--- config.mk ---
export PLATFORM = sky130hd
export DESIGN_NAME = mem_initiator
export DESIGN_NICKNAME = d
export VERILOG_FILES = /design/src/rtl/mem_bus_pkg.sv /design/src/rtl/load_extend.sv /design/src/rtl/mem_initiator.sv
export SDC_FILE = /design/constraint.sdc
export NUM_CORES = 1
export LEC_CHECK = 0
export ABC_AREA = 1
export CAP_MARGIN = 20
export CORE_ASPECT_RATIO = 0.75
export CORE_UTILIZATION = 35
export CTS_CLUSTER_SIZE = 8
export DETAILED_ROUTE_END_ITERATION = 10
export PLACE_DENSITY = 0.89
export RECOVER_POWER = 25
export SLEW_MARGIN = 20
export SYNTH_ARGS = -nofsm -noshare
export SYNTH_HDL_FRONTEND = slang
export SYNTH_SLANG_ARGS = --single-unit
--- constraint.sdc ---
create_clock -name clk -period 1.4 [get_ports clk]
set_clock_uncertainty 0.05 [all_clocks]
set_input_delay 0.14 -clock clk [delete_from_list [all_inputs] [get_ports clk]]
set_output_delay 0.14 -clock clk [all_outputs]
set_load 0.01 [all_outputs]
--- src/rtl/mem_bus_pkg.sv ---
// mem_bus_pkg: shared FSM states, byte-count codes and port ids for the memory initiator
package mem_bus_pkg;
    typedef enum logic [1:0] {S_IDLE, S_BUS, S_DONE} state_t;
    typedef enum logic {P_FETCH, P_DAT} port_t;
    localparam logic [1:0] BC_BYTE = 2'd0;
    localparam logic [1:0] BC_HALF = 2'd1;
    localparam logic [1:0] BC_3    = 2'd2;
    localparam logic [1:0] BC_WORD = 2'd3;
endpackage

--- src/rtl/load_extend.sv ---
// load_extend: zero/sign-extends the low bc+1 bytes of a read word
//  data in DATA_W raw read word, bc in 2 byte count - 1, sgn in 1 sign-extend, ext out DATA_W result
module load_extend import mem_bus_pkg::*; #(
    parameter int DATA_W = 32
) (
    input  logic [DATA_W-1:0] data,
    input  logic [1:0]        bc,
    input  logic              sgn,
    output logic [DATA_W-1:0] ext
);
    logic msb;
    always_comb begin
        msb = bc == BC_BYTE ? data[7] : bc == BC_HALF ? data[15] : bc == BC_3 ? data[23] : data[31];
        ext = '0;
        for (int i = 0; i < DATA_W; i++) ext[i] = i < 8 * (int'(bc) + 1) ? data[i] : sgn & msb;
    end
endmodule

--- src/rtl/mem_initiator.sv ---
// mem_initiator: arbitrates fetch and load/store ports onto one mmu read/write/byteCount/ready bus
//  clk, rst (sync, active-low); fetch_req/addr -> fetch_ack/data; dat_req/we/addr/size/signed/wdata
//  -> dat_ack/rdata; err, busy; mem_addr/read/write/byte_count/wdata out, mem_rdata/_rdy, mem_wdata_rdy in
module mem_initiator import mem_bus_pkg::*; #(
    parameter int         ADDR_W   = 24,
    parameter int         DATA_W   = 32,
    parameter int         TIMEOUT  = 64,
    parameter logic [1:0] FETCH_BC = BC_WORD
) (
    input  logic              clk,
    input  logic              rst,
    input  logic              fetch_req,
    input  logic [ADDR_W-1:0] fetch_addr,
    output logic              fetch_ack,
    output logic [DATA_W-1:0] fetch_data,
    input  logic              dat_req,
    input  logic              dat_we,
    input  logic [ADDR_W-1:0] dat_addr,
    input  logic [1:0]        dat_size,
    input  logic              dat_signed,
    input  logic [DATA_W-1:0] dat_wdata,
    output logic              dat_ack,
    output logic [DATA_W-1:0] dat_rdata,
    output logic              err,
    output logic              busy,
    output logic [ADDR_W-1:0] mem_addr,
    output logic              mem_read,
    output logic              mem_write,
    output logic [1:0]        mem_byte_count,
    output logic [DATA_W-1:0] mem_wdata,
    input  logic [DATA_W-1:0] mem_rdata,
    input  logic              mem_rdata_rdy,
    input  logic              mem_wdata_rdy
);
    localparam int CW = $clog2(TIMEOUT);
    state_t            state, nxt;
    port_t             port_q;
    logic [CW-1:0]     cnt;
    logic [ADDR_W-1:0] addr_q;
    logic [1:0]        bc_q;
    logic [DATA_W-1:0] wdata_q, rdata_q, ext;
    logic              we_q, sgn_q, err_q, grant, done_ok, tmo;
    always_comb begin
        grant   = state == S_IDLE && (dat_req || fetch_req);
        // only the ready matching the op completes; the other is ignored
        done_ok = state == S_BUS && (we_q ? mem_wdata_rdy : mem_rdata_rdy);
        tmo     = state == S_BUS && !done_ok && cnt == CW'(TIMEOUT - 1);
        nxt     = state == S_IDLE ? (grant ? S_BUS : S_IDLE) :
                  state == S_BUS  ? (done_ok || tmo ? S_DONE : S_BUS) : S_IDLE;
    end
    always_ff @(posedge clk) begin
        if (!rst) begin
            state   <= S_IDLE;
            port_q  <= P_FETCH;
            cnt     <= '0;
            addr_q  <= '0;
            bc_q    <= '0;
            wdata_q <= '0;
            rdata_q <= '0;
            we_q    <= 1'b0;
            sgn_q   <= 1'b0;
            err_q   <= 1'b0;
        end else begin
            state <= nxt;
            if (grant) begin
                // data port wins ties; fetches are always unsigned full reads
                port_q  <= dat_req ? P_DAT : P_FETCH;
                addr_q  <= dat_req ? dat_addr : fetch_addr;
                bc_q    <= dat_req ? dat_size : FETCH_BC;
                wdata_q <= dat_req ? dat_wdata : '0;
                we_q    <= dat_req && dat_we;
                sgn_q   <= dat_req && dat_signed;
                cnt     <= '0;
                rdata_q <= '0;
                err_q   <= 1'b0;
            end
            if (state == S_BUS) begin
                cnt   <= cnt + 1'b1;
                err_q <= tmo;
                if (done_ok && !we_q) rdata_q <= mem_rdata;
            end
        end
    end
    load_extend #(.DATA_W(DATA_W)) u_ext (.data(rdata_q), .bc(bc_q), .sgn(sgn_q), .ext(ext));
    assign busy           = state != S_IDLE;
    assign mem_read       = state == S_BUS && !we_q;
    assign mem_write      = state == S_BUS && we_q;
    assign mem_addr       = addr_q;
    assign mem_byte_count = bc_q;
    assign mem_wdata      = wdata_q;
    assign fetch_ack      = state == S_DONE && port_q == P_FETCH;
    assign dat_ack        = state == S_DONE && port_q == P_DAT;
    assign err            = state == S_DONE && err_q;
    assign fetch_data     = fetch_ack ? ext : '0;
    assign dat_rdata      = dat_ack ? ext : '0;
endmodule

==> impl_metrics.json <==
{
  "slew-limit-headroom": 0.681,
  "die_area_um2": 13400,
  "critPathBufInv": 4,
  "dp_hpwl_mm": 11.1,
  "fin_cells": 1113,
  "rows": 35,
  "period_needed_ns": 1.95,
  "grt_start_max_net_pins": 32,
  "antenna_found_initial": 0,
  "dp.cells": 1041,
  "vias": 5677,
  "clockBufferDepth": 2,
  "path_class": "flip-flop to primary output",
  "viasPerCell": 5.10,
  "finalMaxSlewViolations": 0,
  "holdBufCountCts": 0,
  "final-seq-area_um2": 2060,
  "yosys.area_share.simple": 0.276,
  "fin_nets": 1066,
  "synth_mux_area_frac": 0.0531,
  "design_area_um2": 9360,
  "insertion_delay_ns": 0.35,
  "crit_chain": "nor2_4 -> nand2_1 -> nand2_1 -> inv_1 -> nand2_2 -> nand2_4 -> nand2_4 -> buf_6 -> buf_6 -> nand2_4 -> nor2_2 -> buf_2",
  "violations": "negative setup slack",
  "gp_congestion": 0.843,
  "period_share": 1.39,
  "detail_route.first_pass.iterations": 4,
  "grt_pass1_wl_mm": 26.0,
  "grt.total_usage": 0.243,
  "dieWidth_um": 133,
  "h-tree-depth": 3,
  "multiInputGateArea_um2": 3140,
  "powerDensity_nw_per_um2": 1040,
  "fin_ws_ns": -0.550,
  "max_freq_mhz": 513,
  "io_buffers": 249,
  "cp.required_ns": 1.21,
  "path_clk_slew_ns": 0.07,
  "drc_errors": 0,
  "synth_area_um2": 4520,
  "end_kind": "primary output",
  "hp-class": "input port to flip-flop",
  "slowest_stage": "dfxtp_4",
  "hold_viol": 0,
  "hold_start": "rst",
  "grt_pass1_vias": 5316,
  "p_leak_nw": 4.15,
  "fillers": 867,
  "synthTopCellsByArea": "dfxtp_1 45%, nand2_1 14%, o21ai_0 8.0%",
  "tightest_slew_ns": 0.478,
  "clkPwrFrac": 0.259,
  "syn_inst": 623,
  "max-vdd-ir-drop_mv": 0.700,
  "yosysUniqueCellTypes": 25,
  "core_um2": 12400,
  "synth_top_family_by_area": "simple AND/OR/NAND/NOR gates",
  "die_y_um": 100,
  "maxCapViolations": 0,
  "slowest_delay_ns": 0.37,
  "p_sw_w": 0.00319,
  "swShare": 0.328,
  "yosys.area.top_type_share": 0.451,
  "cts_root_buf": "clkbuf_16",
  "io_pins": 250,
  "cpMostUsedCell": "nand2_4",
  "p_comb_frac": 0.385,
  "critical-path-top-delay-family": "simple AND/OR/NAND/NOR gates",
  "critPathMaxFanout": 6,
  "n_antenna_cell": 0,
  "syn_area_per_cell_um2": 7.26,
  "syn_to_final_growth_pct": 107,
  "dpl_worst_slack_ns": -0.533,
  "internal_power_w": 0.00653,
  "ys_seq_area_frac": 0.451,
  "first_iter_violations": 272,
  "synthAdderAreaFrac": 0.00277,
  "seq_power_share": 0.356,
  "rsz0062_at_grt": "true",
  "setup_viol": 166,
  "yosysTopAreaCell": "dfxtp_1",
  "drive_gt1_frac": 0.436,
  "ys_warn_count": 0,
  "p_total_w": 0.00973,
  "cts.sinks": 102,
  "worstSetupStartpointType": "flip-flop",
  "r2r_start": "state[0]",
  "synth-compound-area-share": 0.155,
  "syn_nets": 746,
  "ys_seq_elements": 102,
  "cts_tree": "built",
  "placed_area_um2": 7450,
  "ant_nets": 0,
  "startpoint": "mem_byte_count[0]",
  "wl_per_cell_um": 17.9,
  "worstPathArrival_ns": 1.76,
  "synthXorXnorAreaFrac": 0,
  "numCtsBuffers": 9,
  "wirelength_mm": 20.0,
  "gr-total-overflow": 0,
  "run_status": "complete, but fails checks",
  "initial_core_util": 0.364
}
logic make-up after synthesis:
kind of cell,count (synthesis)
compound gates,137
fa+ha+maj,1
buf+inv,66
flops,102
mux,24
simple gates,293
layer usage:
layer	track usage	part of all wire	up-vias
met5	0	0	-
met4	0.0594	0.025	0
met3	0.0694	0.078	47
met2	0.425	0.50	256
met1	0.294	0.40	2714
li1	-	-	2660
layout by cell type, fill, tap and decap left out, types with 31 or more instances in the layout:
cell / Yosys / layout
nor2_1: 75 / 36
clkdlybuf4s50_1: 0 / 119
o21ai_1: 15 / 35
dlygate4sd2_1: 0 / 57
o21ai_2: 0 / 39
nand2_2: 3 / 34
nand2_1: 168 / 103
buf_6: 2 / 56
nand2_4: 3 / 35
buf_4: 0 / 31
buf_2: 13 / 43
dfxtp_1: 102 / 95
sequential cells by signal, indices dropped and copies added (netlist names):
name,flops
mem_wdata,32
rdata_q,32
mem_addr,24
cnt,6
mem_byte_count,2
state,2
err_q,1
port_q,1
sgn_q,1
we_q,1
Yosys cell counts:
master / n
buf_6: 2
nand2_4: 3
ha_1: 1
o21ai_1: 15
nor2_1: 75
mux2i_1: 24
o21ai_0: 72
nand3_1: 14
a22oi_1: 1
clkbuf_2: 2
clkbuf_1: 20
nand2_1: 168
o22ai_1: 1
o21ai_4: 1
inv_2: 3
inv_1: 25
or2_2: 22
buf_2: 13
nor3_1: 1
nand4_1: 2
a21oi_1: 47
dfxtp_1: 102
nand2_2: 3
nor2_4: 5
buf_1: 1
power by group through the flow:
stage	sequential [W]	clock, W	combinational (W)
after floorplan	0.00352	0	0.00101
after global placement	0.00344	0	0.00237
after detailed placement	0.00346	0	0.00240
after CTS	0.00340	0.00255	0.00277
after global routing	0.00350	0.00269	0.00394
final	0.00346	0.00252	0.00374
worst paths after layout:
check	slack (ns)	to	cells past startpoint
worst min-delay path	0.12	we_q	3
worst max-delay path	-0.55	fetch_data[28]	12
worst min register to register	0.40	mem_wdata[7]	2
worst max register to register	-0.26	rdata_q[21]	10
metrics by stage:
step	setup TNS [ns]	utilization	hold WS (ns)
finish	-41.34	0.752	0.124
global placement	-30.76	0.599	0.387
global route	-52.44	0.752	0.125
detailed placement	-34.12	0.599	0.394
CTS	-32.26	0.655	0.0866
floorplan	-1.20	-	0.223
worst reg2reg max path, delay by kind of cell (launching register included):
kind	cells	cell delay [ns]
AO/OA/AOI/OAI	2	0.23
buffers and inverters	5	0.53
flip-flops	1	0.34
AND/OR/NAND/NOR	3	0.41
area by class of cell:
cell class	instances	area share
multi-input combinational	455	0.335
clock inverter	3	0.00481
timing repair buffer	347	0.378
inverter	28	0.0136
tap	166	0.0222
sequential	102	0.220
clock buffer	12	0.0263
timing repair:
item | in CTS | in global routing
gates cloned | 7 | 11
pin swaps | 13 | 32
gates resized for setup | 434 | 315
buffers inserted | 22 | 25
setup endpoints to repair | 155 | 167
No activity file was read; power rests on OpenSTA's default activity.
==> RTL change (same settings) <==
Put one more register stage on the output `mem_byte_count`, without a reset. The value now appears one clock later. The other outputs are not delayed to match.
--- a/src/rtl/mem_initiator.sv
+++ b/src/rtl/mem_initiator.sv
@@ -86,7 +86,9 @@
     assign mem_read       = state == S_BUS && !we_q;
     assign mem_write      = state == S_BUS && we_q;
     assign mem_addr       = addr_q;
-    assign mem_byte_count = bc_q;
+    always_ff @(posedge clk) begin
+        mem_byte_count <= bc_q;
+    end
     assign mem_wdata      = wdata_q;
     assign fetch_ack      = state == S_DONE && port_q == P_FETCH;
     assign dat_ack        = state == S_DONE && port_q == P_DAT;
Function: not settled (the Yosys comparison gave no result); the edit may change what the design does.
==> RTL change against the original RTL <==
The flow still finishes with violations (negative setup slack). Clock power is 3% lower. Design area is 0.94% higher. Setup slack worse by 0.039 ns. Core utilization is 0.089 points lower. Power is 0.50% higher. Area after synthesis is 2.0% higher. Routed wire length is 2.4% higher. Non-clock buffer count is 8 lower. Sequential cell count is 2 higher.
==> RTL change: results (changes against the original RTL) <==
| Metric | Value |
|---|---|
| Status | `complete, but fails checks (unchanged)` |
| Failing checks | `negative setup slack (unchanged)` |
| Total wire length | `20450 um (was 19970 um)` |
| Initial antenna violation count | `0 (unchanged)` |
| Max IR drop VDD | `0.7303 mV (was 0.6999 mV)` |
| Setup Viol. Count Final | `138 (was 166)` |
| Terminus of the critical flop-to-flop path | `rdata_q[4] (was rdata_q[21])` |
| Internal reg-to-reg setup slack | `-0.28 ns (was -0.26 ns)` |
| GRT Overall Usage | `0.2718 (was 0.2429)` |
| Post-CTS Setup Bufs | `27 (was 22)` |
| CP startpoint | `bc_q[1] (was mem_byte_count[0])` |
| DP Wirelength | `10630 um (was 11120 um)` |
| Drt pass-1 iters | `5 (was 4)` |
| Share of cells above drive strength 1 | `0.4384 (was 0.4361)` |
| Fill cell count | `849 (was 867)` |
| Post-synthesis cell type count | `26 (was 25)` |
| Hold Path Class | `input pin to register (unchanged)` |
| Comb pwr share | `0.389 (was 0.385)` |
| Post-layout nets | `1060 (was 1066)` |
| Hold slack | `0.1370 ns (was 0.1240 ns)` |
| Routed vias | `5759 (was 5677)` |
| Final worst slack | `-0.5890 ns (was -0.5495 ns)` |
| DR iter-0 viols | `286 (was 272)` |
| Leakage | `0.004223 uW (was 0.004146 uW)` |
| Data arrival time of the critical path | `1.80 ns (was 1.76 ns)` |
| Hold Crit Endpoint | `rdata_q[28] (was we_q)` |
| Seq/Total Area, Yosys | `0.4514 (was 0.4515)` |
| R2R cell count | `9 (was 10)` |
| Worst slew pin tran | `0.5711 ns (was 0.4778 ns)` |
| Vias in the first global route | `5579 (was 5316)` |
| Commonest cells post-synth | `160 x nand2_1, 104 x dfxtp_1, 74 x nor2_1 (was 168 x nand2_1, 102 x dfxtp_1, 75 x nor2_1)` |
| Largest net degree at the start of global routing | `29 (was 32)` |
| Worst Setup EP | `fetch_data[30] (was fetch_data[28])` |
| PostCTS Resize Cnt | `566 (was 434)` |
| Largest cells by area after synthesis | `dfxtp_1 45%, nand2_1 13%, nor2_1 6.0% (was dfxtp_1 45%, nand2_1 14%, o21ai_0 8.0%)` |
-- RTL change: cell count changes in the layout (fill, tap and decap cells not counted), moves of 8 or more --
cell	delta
o21ai_1	-16
buf_16	+12
buf_6	-12
o21ai_2	+12
buf_2	+8
clkbuf_16	-8
-- RTL change: tightest hold or removal path, stage by stage --
cell and delay (ns):
buf_2 0.21, o21ai_2 0.09, a21oi_1 0.04
-- RTL change: routing by layer --
metal / track usage / up-vias / part of all wire
met5: 0 / - / 0
met4: 0.1175 / 0 / 0.037
met3: 0.07107 / 60 / 0.077
met2: 0.4739 / 297 / 0.51
met1: 0.3179 / 2735 / 0.38
li1: - / 2667 / -
-- RTL change: through the flow --
step	area [um^2]	setup WS (ns)	setup TNS, ns	cells	power, uW
finish	9443	-0.5890	-36.26	1108	9777
global route	9443	-0.6897	-46.93	1108	10200
floorplan	4612	0.0009085	0	624	4655
detailed placement	7523	-0.5917	-31.99	1040	5969
CTS	8867	-0.4720	-35.69	1104	9399
global placement	7523	-0.5383	-28.19	1040	5911
-- RTL change: cell type report --
class | instances | area [um^2] | share of cell area
Clock buffer | 13 | 260.3 | 0.02756
Clock inverter | 3 | 25.02 | 0.002650
Inverter | 27 | 116.4 | 0.01232
Multi-Input combinational cell | 456 | 3196 | 0.3384
Sequential cell | 104 | 2096 | 0.2219
Tap cell | 166 | 207.7 | 0.02200
Timing Repair Buffer | 339 | 3542 | 0.3751
-- RTL change: cells by family after synthesis --
family / count (synthesis) / synth area share
AOI/OAI and AO/OA: 138 / 0.1544
DFF: 104 / 0.4514
adders and majority gates: 1 / 0.002713
buffers and inverters: 65 / 0.06457
and+or+nand+nor: 292 / 0.2748
muxes: 24 / 0.05209
